--- config.mk ---
export PLATFORM = sky130hd
export DESIGN_NAME = eqn_serial_cmp_amisha
export DESIGN_NICKNAME = d
export VERILOG_FILES = /design/src/rtl/eqn_serial_cmp_amisha.sv
export SDC_FILE = /design/constraint.sdc
export NUM_CORES = 1
export LEC_CHECK = 0
export ABC_AREA = 0
export CAP_MARGIN = 10
export CELL_PAD_IN_SITES_DETAIL_PLACEMENT = 1
export CELL_PAD_IN_SITES_GLOBAL_PLACEMENT = 2
export CORE_MARGIN = 1
export CORE_UTILIZATION = 32
export DETAILED_ROUTE_END_ITERATION = 8
export GPL_TIMING_DRIVEN = 0
export MAX_ROUTING_LAYER = met4
export PLACE_DENSITY = 0.86
export SLEW_MARGIN = 20
export SYNTH_ARGS = -nofsm -noshare
export SYNTH_HDL_FRONTEND = slang
export SYNTH_SLANG_ARGS = --single-unit
export TNS_END_PERCENT = 100
--- constraint.sdc ---
create_clock -name clk_amisha -period 3.5 [get_ports clk_amisha]
set_input_delay 0.525 -clock clk_amisha [delete_from_list [all_inputs] [get_ports clk_amisha]]
set_output_delay 0.525 -clock clk_amisha [all_outputs]
set_load 0.01 [all_outputs]
--- src/rtl/eqn_serial_cmp_amisha.sv ---
// Bit-serial MSB-first unsigned magnitude comparator with early exit on the first
// differing bit, plus a saturating count of equal results.
module eqn_serial_cmp_amisha #(
    parameter int WIDTH = 8,
    parameter int CNT_W = 8
) (
    input  logic             clk_amisha,
    input  logic             rst_n_amisha,
    input  logic             start_amisha,
    input  logic [WIDTH-1:0] a_amisha,
    input  logic [WIDTH-1:0] b_amisha,
    input  logic             clr_cnt_amisha,
    output logic             busy_amisha,
    output logic             done_amisha,
    output logic             eq_amisha,
    output logic             gt_amisha,
    output logic             lt_amisha,
    output logic [CNT_W-1:0] match_cnt_amisha
);

    localparam int IDX_W = (WIDTH > 1) ? $clog2(WIDTH) : 1;
    localparam logic [IDX_W-1:0] IDX_TOP = IDX_W'(WIDTH - 1);
    localparam logic [CNT_W-1:0] CNT_MAX = {CNT_W{1'b1}};

    typedef enum logic [1:0] {
        IDLE = 2'd0,
        CMP  = 2'd1,
        DONE = 2'd2
    } state_t;

    state_t           state_reg, state_next;
    logic [WIDTH-1:0] a_reg, a_next;
    logic [WIDTH-1:0] b_reg, b_next;
    logic [IDX_W-1:0] idx_reg, idx_next;
    logic             eq_reg, eq_next;
    logic             gt_reg, gt_next;
    logic             lt_reg, lt_next;
    logic             resolved_reg, resolved_next;
    logic [CNT_W-1:0] cnt_reg, cnt_next;

    logic bit_a;
    logic bit_b;
    assign bit_a = a_reg[idx_reg];
    assign bit_b = b_reg[idx_reg];

    always_ff @(posedge clk_amisha) begin
        if (!rst_n_amisha) begin
            state_reg    <= IDLE;
            a_reg        <= '0;
            b_reg        <= '0;
            idx_reg      <= '0;
            eq_reg       <= 1'b0;
            gt_reg       <= 1'b0;
            lt_reg       <= 1'b0;
            resolved_reg <= 1'b0;
            cnt_reg      <= '0;
        end else begin
            state_reg    <= state_next;
            a_reg        <= a_next;
            b_reg        <= b_next;
            idx_reg      <= idx_next;
            eq_reg       <= eq_next;
            gt_reg       <= gt_next;
            lt_reg       <= lt_next;
            resolved_reg <= resolved_next;
            cnt_reg      <= cnt_next;
        end
    end

    // The decision on a bit is registered first (resolved_reg); the move to DONE
    // happens on the following edge, giving done at start edge + K + 1.
    always_comb begin
        state_next    = state_reg;
        a_next        = a_reg;
        b_next        = b_reg;
        idx_next      = idx_reg;
        eq_next       = eq_reg;
        gt_next       = gt_reg;
        lt_next       = lt_reg;
        resolved_next = resolved_reg;
        case (state_reg)
            IDLE: begin
                if (start_amisha) begin
                    a_next        = a_amisha;
                    b_next        = b_amisha;
                    idx_next      = IDX_TOP;
                    eq_next       = 1'b0;
                    gt_next       = 1'b0;
                    lt_next       = 1'b0;
                    resolved_next = 1'b0;
                    state_next    = CMP;
                end
            end
            CMP: begin
                if (resolved_reg) begin
                    state_next = DONE;
                end else if (bit_a != bit_b) begin
                    gt_next       = bit_a;
                    lt_next       = bit_b;
                    resolved_next = 1'b1;
                end else if (idx_reg == '0) begin
                    eq_next       = 1'b1;
                    resolved_next = 1'b1;
                end else begin
                    idx_next = idx_reg - IDX_W'(1);
                end
            end
            DONE: begin
                resolved_next = 1'b0;
                state_next    = IDLE;
            end
            default: begin
                state_next = IDLE;
            end
        endcase
    end

    always_comb begin
        cnt_next = cnt_reg;
        if (clr_cnt_amisha) begin
            cnt_next = '0;
        end else if (state_reg == CMP && resolved_reg && eq_reg && cnt_reg != CNT_MAX) begin
            cnt_next = cnt_reg + CNT_W'(1);
        end
    end

    assign busy_amisha      = (state_reg == CMP) || (state_reg == DONE);
    assign done_amisha      = (state_reg == DONE);
    assign eq_amisha        = eq_reg;
    assign gt_amisha        = gt_reg;
    assign lt_amisha        = lt_reg;
    assign match_cnt_amisha = cnt_reg;

endmodule
* After elaboration in Yosys (flattened, before gate mapping) *
Index checks and enable logic that the tools add are counted.

operators by class
  add/sub/neg operators = 2
  multiply operators = 0
  div/mod/pow operators = 0
  $lt $le $gt $ge = 1
  eq/ne operators = 11
  shift operators = 0
  muxes and demuxes = 27
  bitwise gates (word level) = 1
  reductions and logical operators = 15

operators with widths
  cell                                                  number
  != test 2 bit (second input constant)                 7
  2-to-1 mux 1 bit                                      13
  2-to-1 mux 3 bit                                      4
  AND reduction 5 bit                                   2
  adder 8 x 1 -> 8 bit (second input constant)          1
  != test 8 bit (second input constant)                 1
  binary-select mux 1 bit (select 3 bit)                2
  one-hot mux 1 bit (2 select lines)                    3
  one-hot mux 3 bit (2 select lines)                    1
  AND reduction 2 bit                                   3
  < comparator 3 x 4 -> 1 bit (second input constant)   1
  2-to-1 mux 2 bit                                      2
  one-hot mux 2 bit (2 select lines)                    1
  AND reduction 4 bit                                   1
  logical AND 1 bit                                     3
  logical NOT 3 bit                                     1
  one-hot mux 1 bit (3 select lines)                    1
  nonzero test 3 bit                                    1
  subtractor 3 x 1 -> 3 bit (second input constant)     1
  equality test 2 x 1 -> 1 bit (second input constant)  1
  equality test 2 bit (second input constant)           1
  logical NOT 2 bit                                     1
  nonzero test 2 bit                                    1
  OR reduction 2 bit                                    1
  other kinds (3)                                       3

storage, ports and cells
  flip-flop bits (word level) = 33
  bits in latches = 0
  memory bits (writable) = 0
  memory bits (read-only) = 0
  bits of input ports = 20
  output and inout bits = 13
  word-level logic and storage cells = 66
  memories = 0

* Depth between registers and ports, before layout *
  word-level depth = 6
  depth in mapped cells = 8

* Worst setup path after synthesis *
OpenSTA, ideal clock, no wires.

  path kind = reg2reg
  start point = reg idx_reg[0]
  end point = reg idx_reg[2]
  arrival time = 1.865 ns
  data required time = 3.413 ns
  path slack = 1.548 ns
  cell stages (with the launch flop) = 7
  period minus slack after synthesis = 1.952 ns
  cell sequence = dfxtp_1 -> buf_6 -> mux4_1 -> mux2i_4 -> xor2_4 -> a221oi_1 -> nor4b_2

on the way
  cells in the longest elaborated chain, start to end = 5
  elaborated cells on any way between the ends = 14

RTL lines
  element                                                                    RTL line  source
  start: declaration                                                         34        logic [IDX_W-1:0] idx_reg, idx_next;
  start signal: assignment                                                   61        idx_reg <= idx_next;
  subtractor 3 x 1 -> 3 bit, or another cell as far along                    105       idx_next = idx_reg - IDX_W'(1);
  2-to-1 mux 3 bit, or another cell as far along                             101       end else if (idx_reg == '0) begin
  2-to-1 mux 3 bit or != test 1 bit (tied branches)                          97        end else if (bit_a != bit_b) begin
  2-to-1 mux 3 bit or != test 2 bit (tied branches)                          -
  one-hot mux 3 bit (2 select lines) or AND reduction 5 bit (tied branches)  -

Parallel ways exist; a longest one is shown, timed or not. The select of a mux whose other input is x is not followed.
A chain may end at the register's enable or synchronous reset.

* Worst setup path after layout *
  start point = reg state_reg[1]
  end point = reg cnt_reg[4], in the netlist match_cnt_amisha[4]

on the way
  cells in the longest elaborated chain, start to end = 4

RTL lines
  element                          RTL line  source
  start: declaration               31        state_t state_reg, state_next;
  start signal: assignment         58        state_reg <= state_next;
  equality test 2 x 1 -> 1 bit     122       end else if (state_reg == CMP && resolved_reg && eq_reg && cnt_reg != CNT_MAX) begin
  logical AND 1 bit (3 in series)  122
  end signal: assignment           66        cnt_reg <= cnt_next;
  end: declaration                 39        logic [CNT_W-1:0] cnt_reg, cnt_next;

No other way between the ends.

==> metrics.txt <==
fin util 0.442; TritonCTS clock tree done; Routability Congestion 0.718; CTS clock-pin slew for the worst setup and hold paths 0.07 ns; pre-CTS setup slack 1.24 ns; post-synth top area cell dfxtp_1; Final nets 247; Worst-Margin Slew 0.724 ns; Storage cell area 661 um2; post_cts resized 0; post-synthesis cell type count 35; GRT Total Usage 0.157; initial antenna violation count 0; hpwl dp 2.55 mm; H-tree Lvls 2; vias in the first global route 1,328; share of flip-flops with an asynchronous set or reset 0; Synth Cell Area 1610 um2; max-cap viol count 0; post-CTS setup buffers 0; Top FF cell, synth dfxtp_1; Initial Util 0.336; drt wl/cell 12.1 um; first-pass GRT wire length 6.06 mm; via-per-instance ratio 4.70; RSZ-0062 raised after global routing no; fill cell count 580; status completed; Synth area leaders dfxtp_1 (41%), nand2_1 (8.4%), a21oi_1 (7.2%); Worst-Skew Late Latency 0.29 ns; core area 4790 um2; Die Area 5310 um2; Worst EP arrival 2.35 ns; Die Width 72.9 um; area grow syn2layout 31.4%; Fmax achieved 458 MHz; Port Buffers 32; CTS Sinks 33; instance count of the mapped netlist 181; leak pwr 0.779 nW; fin. max-slew vios 0; Ports 33; post-synth top area share 0.411; layout cells sized above 1 0.0724; Synth Warn # 0; drt first pass iters 4; initial DRC count 51; Hold Vio Cnt, Final 0; worst hold path type reg2reg; drt drc 0; register bit total from synthesis 33; Tmin final 2.18 ns; Power Dens Cells 576 nW/um2; WL final 3.50 mm; largest net degree at the start of global routing 11; Hold WS 0.454 ns; fin crit share 0.624; ANT cells 0; final setup violation count 0; number of flops mapped to enable cells by yosys 0; Syn Area/Cell 8.88 um2; critical path launch point type flip-flop; final worst setup slack 1.32 ns; multi-input gate area in the final layout 876 um2; commonest non-fill, non-tap cells in the layout nand2_1 (36), dfxtp_1 (33), clkdlybuf4s50_1 (32); commonest non-fill, non-tap cell in the layout nand2_1; Slew headroom 0.515; Rows 25; critical path required time 3.67 ns; global route total overflow 0; Worst setup EP type flip-flop; cts bufs inserted 5; Root Buffer clkbuf_8; Post-Syn Nets 208; antenna viol nets, final 0; # hold bufs at CTS 0; Die H 72.9 um; total negative slack for setup checks 0 ns; Seq/Total Area, Yosys 0.411; Crit Path Max Fanout 10; WS Path Type reg2reg; Final Skew 0.00503 ns; vias 1,355; Max IR drop VDD 0.196 mV; clk buf depth 2
cells in the mapped netlist (2+ instances only):
master,instances
nand2_1,36
dfxtp_1,33
a21oi_1,23
nor2_1,12
inv_1,8
ha_1,7
clkbuf_1,5
nand3_1,5
xor2_1,5
a211oi_1,4
and3_1,4
nand4_1,4
and2_1,3
buf_1,3
nand2b_1,3
a311oi_1,2
mux4_1,2
mux4_2,2
nor3_1,2
o21ai_0,2
xnor2_1,2
cells by family after synthesis:
group                    count (synthesis)  share of synthesized area
AO/OA/AOI/OAI                           36                      0.135
XOR/XNOR                                 8                     0.0553
adder cells (fa/ha/maj)                  7                     0.0545
buffers and inverters                   17                     0.0444
flip-flops                              33                      0.411
multiplexers                             7                     0.0879
AND/OR/NAND/NOR                         73                      0.212
layout make-up:
cell class	instances	area share
clock inverters	1	0.00237
plain buffers	9	0.0195
inverters	8	0.0142
repair buffers	32	0.152
multi-input cells	131	0.414
flip-flops and latches	33	0.313
clock buffers	7	0.0456
well taps	67	0.0397
final timing paths:
path	startpoint	to	slack [ns]	depth (start not counted)
setup / recovery	state_reg[1]	match_cnt_amisha[4]	1.32	8
hold / removal	a_reg[5]	a_reg[5]	0.45	2
setup reg to reg	state_reg[1]	match_cnt_amisha[4]	1.32	8
hold reg to reg	a_reg[5]	a_reg[5]	0.45	2
layer usage:
| metal | vias to the layer above | part of all wire | GRT usage | wire (um) |
|---|---|---|---|---|
| met5 | - | 0 | - | 0 |
| met2 | 36 | 0.46 | 0.241 | 1600 |
| met1 | 612 | 0.49 | 0.191 | 1700 |
| li1 | 700 | - | - | - |
| met4 | 0 | 0.015 | 0.0719 | 52 |
| met3 | 7 | 0.041 | 0.0428 | 145 |
stage by stage:
stage	cells	cell area, um2	power, W
3_3_place_gp	280	2010	0.000904
4_1_cts	288	2110	0.00124
3_5_place_dp	280	2010	0.000913
2_1_floorplan	181	1610	0.000782
5_1_grt	288	2110	0.00131
6_report	288	2110	0.00122
critical path: stages (launching register included):
cell,delay (ns)
dfxtp_1,0.33
inv_1,0.09
ha_1,0.15
clkbuf_1,0.35
nand3_1,0.14
a31oi_1,0.57
nand4_1,0.21
xor2_1,0.17
nor2_1,0.05
power by group:
| part | internal (W) | leakage, nW | switching, W |
|---|---|---|---|
| Sequential | 0.000427 | 0.270 | 0.0000422 |
| Combinational | 0.000193 | 0.455 | 0.000236 |
| Clock | 0.000178 | 0.0542 | 0.000140 |
Note: power is estimated with default switching activity, not from simulation.
